$ cat src/rtl/nn_pll_pkg.sv
// ---------------------------------------------------------------------------
// nn_pll_pkg
// Shared definitions for the neural-network PLL phase path: the default width
// of the signed phase-error words, the clamp limits for that width, helper
// functions that derive the limits for any width, and the encoding of the
// phase-sampler state machine.
// ---------------------------------------------------------------------------
package nn_pll_pkg;

  // Width of the signed phase-error words fed to the network.
  localparam int ERR_W = 9;

  // Largest / smallest representable signed error for a given word width.
  function automatic int err_max(input int w);
    return (1 << (w - 1)) - 1;
  endfunction

  function automatic int err_min(input int w);
    return -(1 << (w - 1));
  endfunction

  // Clamp limits for the default width (+255 / -256).
  localparam int ERR_MAX = (1 << (ERR_W - 1)) - 1;
  localparam int ERR_MIN = -(1 << (ERR_W - 1));

  // Phase-sampler states: waiting for a first edge, reference leading,
  // feedback leading, and the single reporting cycle.
  typedef enum logic [1:0] {
    IDLE     = 2'd0,
    LEAD_REF = 2'd1,
    LEAD_FB  = 2'd2,
    DONE     = 2'd3
  } state_t;

endpackage

$ cat src/rtl/nn_edge_det.sv
// ---------------------------------------------------------------------------
// nn_edge_det
// Rise detector for one clock-like input, producing a one-cycle pulse in the
// clk domain for every low-to-high transition.
//
// Configuration macro: NN_PHASE_SAMPLER_SYNC_EN
//   defined   : the input passes through a two-flop synchronizer first, so
//               the pulse lags the input by two extra clk cycles.
//   undefined : the input is edge-detected directly and must already be
//               synchronous to clk.
//
// Ports
//   clk    in  clock, rising edge
//   rst_n  in  synchronous active-low reset, clears all history
//   sig_in in  level to watch
//   rise   out one-cycle pulse on a detected rising edge
// ---------------------------------------------------------------------------
module nn_edge_det (
  input  logic clk,
  input  logic rst_n,
  input  logic sig_in,
  output logic rise
);

`ifdef NN_PHASE_SAMPLER_SYNC_EN
  logic sync1;
  logic sync2;
  logic prev;

  // Two metastability-settling stages, then one more flop holding the
  // previous synchronized level so a rise is "high now, low last cycle".
  always_ff @(posedge clk) begin
    if (!rst_n) begin
      sync1 <= 1'b0;
      sync2 <= 1'b0;
      prev  <= 1'b0;
    end else begin
      sync1 <= sig_in;
      sync2 <= sync1;
      prev  <= sync2;
    end
  end

  assign rise = sync2 & ~prev;
`else
  logic prev;

  // The input is already clk-synchronous, so only the previous level is
  // remembered and the rise is seen in the same cycle the input goes high.
  always_ff @(posedge clk) begin
    if (!rst_n) begin
      prev <= 1'b0;
    end else begin
      prev <= sig_in;
    end
  end

  assign rise = sig_in & ~prev;
`endif

endmodule

$ cat src/rtl/nn_phase_sampler.sv
// ---------------------------------------------------------------------------
// nn_phase_sampler
// Measures the time, in clk cycles, between a reference edge and a divided
// DCO feedback edge and presents it as a signed phase error for the neural
// loop filter. Positive error: reference led. Negative error: feedback led.
// Errors beyond the word range, and leads that run out to TIMEOUT cycles,
// are clamped and flagged through err_sat.
//
// Configuration macro: NN_PHASE_SAMPLER_SYNC_EN (see nn_edge_det) selects
// synchronized or direct edge detection; the state machine is identical.
//
// Ports
//   clk       in  clock, all state changes on the rising edge
//   rst_n     in  synchronous active-low reset
//   en        in  measurement enable; low discards any measurement in flight
//   ref_in    in  reference clock
//   fb_in     in  divided DCO feedback clock
//   err_cur   out signed current phase error (network input 0)
//   err_prev  out signed previous phase error (network input 1)
//   err_valid out one-cycle pulse when err_cur/err_prev have just updated
//   err_sat   out last err_cur was clamped or produced by timeout
// ---------------------------------------------------------------------------
module nn_phase_sampler #(
  parameter int ERR_W   = nn_pll_pkg::ERR_W,
  parameter int TIMEOUT = 300
) (
  input  logic                    clk,
  input  logic                    rst_n,
  input  logic                    en,
  input  logic                    ref_in,
  input  logic                    fb_in,
  output logic signed [ERR_W-1:0] err_cur,
  output logic signed [ERR_W-1:0] err_prev,
  output logic                    err_valid,
  output logic                    err_sat
);

  import nn_pll_pkg::*;

  localparam int CNT_W   = $clog2(TIMEOUT + 1);
  localparam int POS_LIM = err_max(ERR_W);
  localparam int NEG_MAG = -err_min(ERR_W);

  state_t                  state;
  state_t                  state_nxt;
  logic [CNT_W-1:0]        cnt;
  logic [CNT_W-1:0]        cnt_nxt;
  logic [31:0]             cnt_ext;
  logic                    ref_rise;
  logic                    fb_rise;
  logic                    timed_out;
  logic                    pos_clamp;
  logic                    neg_clamp;
  logic signed [ERR_W-1:0] pos_err;
  logic signed [ERR_W-1:0] neg_err;
  logic signed [ERR_W-1:0] err_new;
  logic                    sat_new;
  logic                    load;

  nn_edge_det u_ref_det (
    .clk    (clk),
    .rst_n  (rst_n),
    .sig_in (ref_in),
    .rise   (ref_rise)
  );

  nn_edge_det u_fb_det (
    .clk    (clk),
    .rst_n  (rst_n),
    .sig_in (fb_in),
    .rise   (fb_rise)
  );

  assign cnt_ext   = 32'(cnt);
  assign timed_out = (cnt_ext >= 32'(TIMEOUT));

  // Candidate errors for both lead directions. The count is the lead in
  // cycles; it is saturated into the signed word and the clamp remembered.
  always_comb begin
    pos_clamp = (cnt_ext > 32'(POS_LIM));
    neg_clamp = (cnt_ext > 32'(NEG_MAG));
    pos_err   = pos_clamp ? ERR_W'(POS_LIM) : ERR_W'(cnt_ext);
    neg_err   = neg_clamp ? ERR_W'(err_min(ERR_W)) : ERR_W'(32'd0 - cnt_ext);
  end

  // Next-state logic. A lead ends on the opposite edge, or on timeout; a
  // repeated edge of the leading clock means a slipped cycle, so the lead
  // restarts from that edge. Dropping en overrides everything and throws
  // the measurement away without touching the outputs.
  always_comb begin
    state_nxt = state;
    cnt_nxt   = cnt;
    load      = 1'b0;
    err_new   = '0;
    sat_new   = 1'b0;
    unique case (state)
      IDLE: begin
        if (ref_rise && fb_rise) begin
          state_nxt = DONE;
          load      = 1'b1;
        end else if (ref_rise) begin
          state_nxt = LEAD_REF;
          cnt_nxt   = CNT_W'(1);
        end else if (fb_rise) begin
          state_nxt = LEAD_FB;
          cnt_nxt   = CNT_W'(1);
        end
      end
      LEAD_REF: begin
        if (fb_rise || timed_out) begin
          state_nxt = DONE;
          cnt_nxt   = '0;
          load      = 1'b1;
          err_new   = pos_err;
          sat_new   = pos_clamp | (timed_out & ~fb_rise);
        end else if (ref_rise) begin
          cnt_nxt   = CNT_W'(1);
        end else begin
          cnt_nxt   = cnt + CNT_W'(1);
        end
      end
      LEAD_FB: begin
        if (ref_rise || timed_out) begin
          state_nxt = DONE;
          cnt_nxt   = '0;
          load      = 1'b1;
          err_new   = neg_err;
          sat_new   = neg_clamp | (timed_out & ~ref_rise);
        end else if (fb_rise) begin
          cnt_nxt   = CNT_W'(1);
        end else begin
          cnt_nxt   = cnt + CNT_W'(1);
        end
      end
      DONE: begin
        state_nxt = IDLE;
      end
    endcase
    if (!en) begin
      state_nxt = IDLE;
      cnt_nxt   = '0;
      load      = 1'b0;
    end
  end

  // State, lead counter and the error registers. The error words only move
  // on the edge that enters DONE, so they stay stable between pulses.
  always_ff @(posedge clk) begin
    if (!rst_n) begin
      state    <= IDLE;
      cnt      <= '0;
      err_cur  <= '0;
      err_prev <= '0;
      err_sat  <= 1'b0;
    end else begin
      state <= state_nxt;
      cnt   <= cnt_nxt;
      if (load) begin
        err_prev <= err_cur;
        err_cur  <= err_new;
        err_sat  <= sat_new;
      end
    end
  end

  assign err_valid = (state == DONE);

endmodule

$ cat config.mk
export PLATFORM = sky130hd
export DESIGN_NAME = nn_phase_sampler
export DESIGN_NICKNAME = d
export VERILOG_FILES = /design/src/rtl/nn_pll_pkg.sv /design/src/rtl/nn_edge_det.sv /design/src/rtl/nn_phase_sampler.sv
export SDC_FILE = /design/constraint.sdc
export NUM_CORES = 1
export LEC_CHECK = 0
export ABC_AREA = 1
export CAP_MARGIN = 30
export CORE_MARGIN = 2
export CORE_UTILIZATION = 50
export DETAILED_ROUTE_END_ITERATION = 10
export PLACE_DENSITY = 0.81
export SETUP_SLACK_MARGIN = 0.02
export SYNTH_ARGS = -nofsm -noshare
export SYNTH_HDL_FRONTEND = slang
export SYNTH_SLANG_ARGS = --single-unit
$ cat constraint.sdc
create_clock -name clk -period 1.9 [get_ports clk]
set_input_delay 0.19 -clock clk [delete_from_list [all_inputs] [get_ports clk]]
set_output_delay 0.19 -clock clk [all_outputs]
set_load 0.1 [all_outputs]
Word level (Yosys, flattened, before mapping) --
Cells that the tools add are included.
Word-level totals: register bits 32, input port bits 5, output and inout port bits 20
Operators by class: add/subtract/negate cells 2, magnitude comparators 3, equality and inequality tests 8, multiplexer cells 27, bitwise operators 10, reduce and logical (&&, ||, !) cells 8
Operators with widths (number):
- 9-bit 2-to-1 mux | 11
- 9-bit case mux with 3 select lines | 1
- 9-bit case mux with 2 select lines | 1
- 2-bit 2-to-1 mux | 5
- 9-bit by 1-bit adder with 9-bit output (second input constant) | 1
- 9-bit greater-or-equal comparator (second input constant) | 1
- 9-bit by 8-bit greater-than comparator with 1-bit output (second input constant) | 1
- 9-bit greater-than comparator (second input constant) | 1
- 1-bit by 9-bit subtractor with 9-bit output (first input constant) | 1
- 2-bit case mux with 4 select lines | 1
- 1-bit 2-to-1 mux | 6
- 2-bit inequality test (second input constant) | 3
- 3-bit AND reduction | 2
- 1-bit AND | 4
- 2-bit equality test (second input constant) | 2
- 4-bit inequality test (second input constant) | 1
- 1-bit inverter | 4
- 3-bit inequality test (second input constant) | 1
- 1-bit case mux with 3 select lines | 1
- 3-bit nonzero test | 1
- 2-bit by 1-bit equality test with 1-bit output (second input constant) | 1
- 2-bit zero test | 1
- 1-bit logical OR | 2
- 1-bit OR | 2
- 3 further kinds | 3

Longest topological paths before layout --
Gate-level depths: netlist of run 1.
word-level depth 7, mapped depth 15, mapped depth without buffers 15

By module --
From an unflattened synthesis of run 1, not the netlist that was laid out.
Second synthesis, totals: cells, all modules 308, area total of the unflattened synthesis 1991.9 um^2
By module, submodules not included:
- nn_phase_sampler | instances 1, cells an instance 298, area each 1916.8 um^2
- nn_edge_det | instances 2, cells an instance 5, area each 37.5 um^2

Least setup slack after synthesis of run 1 --
Ideal clock, no wire load.
path type reg-to-reg, from register state[0], to register err_cur[0], library setup time 0.070 ns, arrival 1.947 ns, slack -0.116 ns, stages on the path, launching flop included 7, path through dfxtp_1 ha_1 nor2_1 nand2_4 buf_2 nand2_1 a21oi_2
On the way: cells in the longest elaborated chain, start to end 3, elaborated cells between the ends (all ways) 6
RTL lines:
- from (decl) | line nn_phase_sampler.sv:44 | state_t state;
- from (signal assigned) | line nn_phase_sampler.sv:156 | state <= state_nxt;
- 2-bit equality test (tied with other cells) | line nn_phase_sampler.sv:96 | unique case (state)
- 1-bit case mux with 3 select lines | line nn_phase_sampler.sv:96
- 1-bit 2-to-1 mux | line nn_phase_sampler.sv:139 | if (!en) begin
- to (signal assigned) | line nn_phase_sampler.sv:160 | err_cur <= err_new;
- to (decl) | line nn_phase_sampler.sv:32 | output logic signed [ERR_W-1:0] err_cur,
Several ways; a longest one is shown, not always the timed one. A chain may end at the register's enable or synchronous reset.

Final worst setup path of run 1 --
from register cnt[1], to register err_cur[0]
On the way: cells in the longest elaborated chain, start to end 5, elaborated cells between the ends (all ways) 14
RTL lines:
- from (decl) | line nn_phase_sampler.sv:46 | logic [CNT_W-1:0] cnt;
- from (signal assigned) | line nn_phase_sampler.sv:157 | cnt <= cnt_nxt;
- 9-bit greater-or-equal comparator | line nn_phase_sampler.sv:75 | assign timed_out = (cnt_ext >= 32'(TIMEOUT));
- 1-bit logical OR, on equally long branches | line nn_phase_sampler.sv:123, nn_phase_sampler.sv:110
- 1-bit 2-to-1 mux, on equally long branches | line nn_phase_sampler.sv:123, nn_phase_sampler.sv:110
- 1-bit case mux with 3 select lines | line nn_phase_sampler.sv:96
- 1-bit 2-to-1 mux | line nn_phase_sampler.sv:139
Several ways; a longest one is shown, not always the timed one.

==> results list, run 1 <==
- Status: finished clean
* GR Layer Usage met2: roughly 43%
* Mean area per synthesized cell: around 6.4 um^2
* Worst supply voltage drop on vdd: around 0.39 mV
- The worst path uses between 90 and 100% of the clock period.
- The die covers roughly 4600 um^2.
* Count of placed standard cells in the final layout, fillers left out: 411
- The count of pins over their slew limit was 0.
* Register-to-Register Path Depth: 12
- Across all hold checks on the routed design, the worst slack comes to about 0.47 ns.
- The post-route netlist has between 20% and 30% of its cells at a drive strength greater than 1.
- Number of levels in the clock H-tree: 2
* HPWL reported at the end of detailed placement: between 3000 and 4000 um
- Global routing met1 resource utilization: between 20% and 30%
* Total nets after synthesis: approximately 330
- Critical path's slowest cell: dfxtp_2
- In the final layout, the multi-input gates occupy about 1200 um^2.
- Diodes inserted: 0
- For this run, the top clock speed supported by timing is around 570 MHz.
* CTS tree: done
* Post-detailed-placement cell area: ~2400 um^2
- Floorplan core area: 3940 um^2
- Final setup violation count: 0
- Vias in the first global route: roughly 1900
- The count of nets left with antenna violations once routing finished came out at 0.
- Start-to-end type of the worst setup path: reg -> reg
- Worst rel slew slack: roughly three quarters
- Summing all flip-flop and latch instances after layout gives 647 um^2.
* Flops & latches, synth: 32
- Once layout is complete, the utilization of the core stands at roughly two thirds.
- In this design, the stage delay of the slowest critical-path cell is between 0.3 and 0.4 ns.
- Dividing the detail-routed via count by the number of cells gives 5.11.
- After filler insertion, the fill cell instance count of the layout stands at 324.
- The clock net in this run drives a total of 32 sinks.
* Top Usage Layer GRT: met2
- The worst hold path belongs to the class in -> reg.
- Effective utilization at floorplan: 51.4%
* Area growth from synthesis to layout: 27.8%
- Starting DRC count in detailed routing: 76
- Wire length of the first global-routing pass: 8400 um
- Entering global routing, the biggest net connects 20 pins.
- In the final routed layout, each cell accounts on average for 12.7 um.
* Maximum Capacitance Violations: 0
- Subtracting the final worst setup slack from the clock period gives between 1.5 and 2 ns.
- Final design instance area without fill: roughly 2600 um^2
* Number of ports placed on the die boundary: 25
- Total power consumption of the routed design: between 1.5 and 2 mW
- Detailed-routing iteration count for the pre-antenna-repair pass: 5
* Sequential-to-total area share from yosys stat: a little under a third
* Final hold violation count: 0
- Total clock buffers created by CTS: 5
- Most repeated library cell on the critical path: nand2_2
- Final #Nets: roughly 370
- Reg clk slew, reported paths: 0.07 ns
- Number of instances in the synthesized netlist: ~320
- Last weighted congestion value of the routability-driven placer: between 0.9 and 1
- For the pin with the worst max-slew slack, the measured transition is roughly 0.38 ns.
- Setup_tns: 0 ns
- Crit path DAT: ~2.0 ns
- Count of synthesis-stage warnings from yosys: 0
* Die Y-Extent: roughly 68 um
- Root buffer cell: clkbuf_8
- In the routed design, unresolved DRC markers number 0.
- Crit end category: flop
- Pleak: ~1.2 nW
* Netlist area before placement: 2030 um^2
* Power density over the cells: slightly above 700 nW/um^2
* Horiz. Die Dim: roughly 68 um
- Slack of the critical path: 0.132 ns
- Along the worst path, the maximum fanout reaches 2.
- The initial antenna violation count is 0.
* CP Launch Type: flop
- Number of rows created at floorplan: 23
- Latest clock arrival within the worst-skew pair: 0.29 ns
- Number of port buffers: 24
* Residual overflow from global routing: 0
* Cell-by-cell listing of the critical path: ha_4 -> inv_2 -> nor2_4 -> nand2_2 -> nor3_2 -> ha_2 -> buf_4 -> o21ai_0 -> nand3_1 -> a21oi_1 -> nand2_2 -> a21oi_2
* Critical path data required time: 2.12 ns
- The synthesized netlist contains 30 unique library cells.
* Cell depth of the worst hold path: 3
- Total Routing Usage GR: 24.1%
- Post-cts hold buffer count: 0
- DP Cell Count: around 400
* GR Util met3: approximately 5.3%
- The longest clock path from root to sink contains 2 buffers.
- Detailed routing inserted a total of about 2100 vias.
- Setup slack after placement: -0.0615 ns
* Detailed-route wire length: ~5200 um
- Worst Clk Skew: between 0.009 and 0.01 ns
layout make-up:
class | count | area share (%)
Clock buffer | 7 | 3.72
Clock inverter | 1 | 1.16
Inverter | 47 | 7.19
Multi-Input combinational cell | 232 | 47.5
Sequential cell | 32 | 25.0
Tap cell | 50 | 2.41
Timing Repair Buffer | 42 | 13.0
cells in the final DEF (no fill, tap or decap), types with 2 or more instances in the layout:
cell and instances:
clkbuf_8 7, a21oi_1 14, nand3_2 4, nand3_1 18, nor3_1 2, o211ai_1 2
nand2_4 3, ha_1 4, inv_1 40, nor2_1 83, nand4_1 5, nand3_4 3
inv_4 2, nor2_2 5, inv_2 3, clkdlybuf4s50_1 4, dfxtp_2 5, dfxtp_1 27
buf_4 37, nand2_1 46, o21ai_0 21, ha_2 3, nand2_2 4, a21oi_2 5
report_power, final:
group / switching, mW / internal (mW) / leakage (nW)
combinational: 0.312 / 0.126 / 0.840
sequential: 0.0160 / 0.696 / 0.262
clock: 0.260 / 0.463 / 0.0645
flip-flops by register name, summed over array words and instances, names as in the netlist:
name / cells
u_ref_det.prev: 1
err_sat: 1
state: 2
err_cur: 9
u_fb_det.prev: 1
err_prev: 9
cnt: 9
critical path, delay by kind of cell (launching register included):
| family | cells | cell delay, ns |
|---|---|---|
| buffers and inverters | 2 | 0.21 |
| adders and majority gates | 2 | 0.36 |
| DFF | 1 | 0.34 |
| and+or+nand+nor | 5 | 0.33 |
| AOI/OAI and AO/OA | 3 | 0.46 |
cell usage after synthesis:
cell type	number	area [um^2]
nand4_1	5	31.3
nor2_2	3	18.8
nor2_1	86	323
nand3_1	19	95.1
nand3_2	4	40.0
nor3_1	3	15.0
nand2_1	48	180
inv_1	42	158
nand2_4	2	22.5
a21oi_1	18	90.1
o21ai_2	1	8.76
a221oi_1	1	8.76
inv_6	1	8.76
o211a_1	1	10.0
buf_6	2	22.5
clkbuf_1	1	3.75
clkinv_1	1	3.75
a41oi_1	1	8.76
nand3_4	2	35.0
buf_2	3	15.0
a21oi_2	1	8.76
buf_4	1	7.51
o21ai_0	22	110
inv_2	3	11.3
dfxtp_1	32	641
ha_1	8	100
xor2_1	1	8.76
o211ai_1	2	15.0
nand2_2	3	18.8
xnor2_1	1	8.76
layer usage:
layer  vias up  wire (um)
met5         -          0
met4         0         76
met3         8        325
met2        67       2570
met1       939       2250
li1       1088          -
logic make-up after synthesis:
group / synth area share (%)
AOI/OAI and AO/OA: 12.8
xor gates and xnor gates: 0.864
adders and majority gates: 4.94
buffers and inverters: 11.4
DFF: 31.6
and+or+nand+nor: 38.4
worst paths after layout:
kind	startpoint	slack [ns]	end
worst min-delay path	ref_in	0.47	u_ref_det.prev$_SDFF_PN0_
worst max-delay path	cnt[1]$_SDFFE_PN0P_	0.13	err_cur[0]$_SDFFE_PN0P_
worst max register to register	cnt[1]$_SDFFE_PN0P_	0.13	err_cur[0]$_SDFFE_PN0P_
worst min register to register	err_prev[6]$_SDFFE_PN0P_	0.48	err_prev[6]$_SDFFE_PN0P_
what timing repair did:
| item | CTS | global route |
|---|---|---|
| setup endpoints to repair | 0 | 18 |
| buffers inserted | 0 | 1 |
| resized for setup | 0 | 28 |
| endpoints found under the hold margin | 0 | 0 |
(Power assumes the default switching activity.)
==> run 2, diff against run 1 <==
--- a/config.mk
+++ b/config.mk
@@ -6,7 +6,7 @@
 export NUM_CORES = 1
 export LEC_CHECK = 0
 export ABC_AREA = 1
-export CAP_MARGIN = 30
+export CAP_MARGIN = 20
 export CORE_MARGIN = 2
 export CORE_UTILIZATION = 50
 export DETAILED_ROUTE_END_ITERATION = 10
==> results of run 2 <==
The final DEF is identical to that of run 1; final timing and power are the same.
==> run 3, diff against run 2 <==
--- a/config.mk
+++ b/config.mk
@@ -8,9 +8,9 @@
 export ABC_AREA = 1
 export CAP_MARGIN = 20
 export CORE_MARGIN = 2
-export CORE_UTILIZATION = 50
+export CORE_UTILIZATION = 40
 export DETAILED_ROUTE_END_ITERATION = 10
-export PLACE_DENSITY = 0.81
+export PLACE_DENSITY = 0.68
 export SETUP_SLACK_MARGIN = 0.02
 export SYNTH_ARGS = -nofsm -noshare
 export SYNTH_HDL_FRONTEND = slang
==> results list, run 3 (synthesized netlist as in run 1, its figures left out) <==
* Slack of the critical path: 0.145 ns (was 0.132 ns)
* Floorplan core area: 4820 um^2 (was 3940 um^2)
* CP delay by family, top: simple AND/OR/NAND/NOR gates (was compound AO/OA/AOI/OAI gates)
- The starting DRC count in detailed routing was 109 (was 76).
* Worst Max-Slew Pin Slew: 0.369 ns (was 0.384 ns)
* Last weighted congestion value of the routability-driven placer: 0.928 (was 0.988)
* Total power consumption of the routed design: 1.66 mW (was 1.87 mW)
- Final #Nets: 370 (was 373)
* Crit path DAT: 1.92 ns (was 1.99 ns)
* Diodes inserted: 0 (unchanged)
- The final worst clock skew is 0.0117 ns (was 0.00929 ns).
- Vias in the first global route: 1909 (was 1896)
- The classification of the worst-slack hold path is in -> reg (unchanged).
- Worst rel slew slack: 75.2% (was 74.4%)
- Latest clock arrival within the worst-skew pair: 0.29 ns (about the same)
- The total wire length after detailed routing was 5160 um (was 5220 um).
* Hold_sp: ref_in (unchanged)
* DR DRC count: 0 (unchanged)
- The utilization after layout came to 52.6% (was 65.8%).
- Critical path buffer and inverter count: 2 (unchanged)
- The maximum fanout encountered on the critical timing path came to 6 (was 2).
* Antenna violations before repair: 0 (unchanged)
* Horiz. Die Dim: 75.2 um (was 67.7 um)
- The number of search-and-repair iterations in the first detailed-routing pass was 4 (was 5).
- The most prevalent standard cell on the critical path was nor2_1 (was nand2_2).
- Effective utilization at floorplan: 42.1% (was 51.4%)
* Die footprint: 5660 um^2 (was 4580 um^2)
- Setup repair after global routing could not meet its margin everywhere.
- The count of pins over their slew limit was 0 (unchanged).
- Number of levels in the clock H-tree: 2 (unchanged)
- Post-route fraction of the period consumed by the critical path: 92.4% (was 93.1%)
- Wire length of the first global-routing pass: 8370 um (was 8400 um)
* Final hold violation count: 0 (unchanged)
* GR Util met3: 3.48% (was 5.33%)
- The upper clock frequency limit was 570 MHz (was 565 MHz).
- The peak supply drop came to 0.370 mV (was 0.395 mV).
- The area occupied by multi-input gates is 1220 um^2 (was 1230 um^2).
- First element of the critical path: cnt[0]$_SDFFE_PN0P_ (was cnt[1]$_SDFFE_PN0P_)
* Total Routing Usage GR: 18.9% (was 24.1%)
- The category of the critical setup timing path was reg -> reg (unchanged).
- Start of the worst register-to-register path: cnt[0]$_SDFFE_PN0P_ (was cnt[1]$_SDFFE_PN0P_)
- The total number of placement rows was 25 (was 23).
- The number of I/O port buffers came to 24 (unchanged).
* Share of cells above drive strength 1: 23.7% (was 24.4%)
* GR Layer Usage met2: 31.3% (was 43.0%)
* Largest registers: cnt x9, err_cur x9, err_prev x9 (unchanged)
* Root buffer cell: clkbuf_8 (unchanged)
- Total number of vias: 2074 (was 2102)
- Count of placed standard cells in the final layout, fillers left out: 425 (was 411)
- The number of placed cells counting well taps is 417 (was 402).
- The category of the worst setup path launch point is a flop (unchanged).
- The most common library cell in the layout ignoring fill and taps is nor2_1 (unchanged).
- Minimum hold slack: 0.476 ns (was 0.474 ns)
- Pleak: 1.13 nW (was 1.17 nW)
- The count of nets left with antenna violations after detail routing was 0 (unchanged).
- The number of maximum-capacitance constraint violations was 0 (unchanged).
* Top Usage Layer GRT: met2 (unchanged)
- Residual overflow from global routing: 0 (unchanged)
- Cell-by-cell listing of the critical path: ha_4 -> inv_2 -> nor2_4 -> nand2_2 -> nor3_2 -> ha_2 -> inv_2 -> nand2_4 -> nand2_2 -> a21oi_2 -> nor2_1 -> nor2_1 -> nor2_1 (was ha_4 -> inv_2 -> nor2_4 -> nand2_2 -> nor3_2 -> ha_2 -> buf_4 -> o21ai_0 -> nand3_1 -> a21oi_1 -> nand2_2 -> a21oi_2)
* Post-detailed-route wirelength per cell: 12.1 um (was 12.7 um)
- Critical path's slowest cell: dfxtp_2 (unchanged)
- Post-route minimum period: 1.75 ns (was 1.77 ns)
- The kind of end point of the critical path was a flop (unchanged).
- Buffer depth of the longest clock path: 2 (unchanged)
- The clock-pin slew of the registers on the worst-case setup and hold paths came to 0.08 ns (was 0.07 ns).
- The clock tree from TritonCTS is done (unchanged).
- The count of buffers added by post-CTS timing repair for setup came to 0 (unchanged).
* Critical path data required time: 2.06 ns (was 2.12 ns)
- Maximum number of pins on one net before global-route repair: 20 (unchanged)
* Max incr delay on CP: 0.36 ns (was 0.34 ns)
* Number of ports placed on the die boundary: 25 (unchanged)
- Setup slack after placement: 0.00413 ns (was -0.0615 ns)
- Commonest cells after routing, fill and taps aside: nor2_1, nand2_1, inv_1, buf_4, dfxtp_1 (unchanged)
- Power density over the cells: 655 nW/um^2 (was 723 nW/um^2)
- The HPWL after detailed placement was 3890 um (was 3870 um).
- The average vias per placed instance was 4.88 (was 5.11).
- Total clock buffers created by CTS: 5 (unchanged)
- The count of final setup violators was 0 (unchanged).
* Number of clock sinks: 32 (unchanged)
- The number of fillers in the final layout was 493 (was 324).
* Global routing met1 resource utilization: 25.2% (was 28.3%)
- Area occupied by registers: 648 um^2 (was 647 um^2)
- The height of the die is 75.2 um (was 67.7 um).
- Status: finished clean (unchanged)
- The growth of design area from synthesis to finish is 25.0% (was 27.8%).
-- run 3: cell types whose count changed in the layout (fill, tap and decap cells not counted), sizes merged --
cell / change
bufinv: -1
clkbuf: -2
clkinv: +3
buf: -3
-- run 3: layout make-up --
| cell class | count | share of cell area [%] |
|---|---|---|
| tap | 67 | 3.31 |
| sequential | 32 | 25.6 |
| clock inverter | 3 | 0.740 |
| multi-input combinational | 232 | 48.1 |
| clock buffer | 5 | 2.71 |
| timing repair buffer | 39 | 12.4 |
| inverter | 47 | 7.16 |
-- run 3: stage by stage --
stage,instance area [um^2],setup TNS [ns]
after floorplan,2030,0
after global routing,2530,-0.213
after detailed placement,2380,0
final,2530,0
after CTS,2470,0
after global placement,2380,-0.00231
-- run 3: where the power goes --
| part | internal (mW) | total, mW | switching [mW] |
|---|---|---|---|
| combinational | 0.119 | 0.420 | 0.301 |
| clock | 0.255 | 0.529 | 0.274 |
| sequential | 0.696 | 0.712 | 0.0161 |
-- run 3: worst paths after layout --
| kind | to | slack, ns | cells after the start |
|---|---|---|---|
| worst max-delay path | err_cur[3]$_SDFFE_PN0P_ | 0.15 | 13 |
| worst min-delay path | u_ref_det.prev$_SDFF_PN0_ | 0.48 | 3 |
| worst max register to register | err_cur[3]$_SDFFE_PN0P_ | 0.15 | 13 |
| worst min register to register | err_prev[2]$_SDFFE_PN0P_ | 0.48 | 2 |
-- run 3: worst reg2reg max path, stage by stage (launching register included) --
cell and delay (ns):
dfxtp_2 0.36, ha_4 0.14, inv_2 0.05, nor2_4 0.09, nand2_2 0.07, nor3_2 0.17, ha_2 0.23, inv_2 0.07
nand2_4 0.09, nand2_2 0.06, a21oi_2 0.12, nor2_1 0.05, nor2_1 0.10, nor2_1 0.05
-- run 3: repair_timing --
action	CTS	global route
resized for setup	0	24
endpoints found under the setup margin	0	16
hold buffers	0	0
-- run 3: per-layer routing --
metal | share of wire, % | vias to the layer above
li1 | - | 1084
met1 | 46 | 928
met2 | 48 | 53
met3 | 4.4 | 9
met4 | 1.7 | 0
met5 | 0 | -
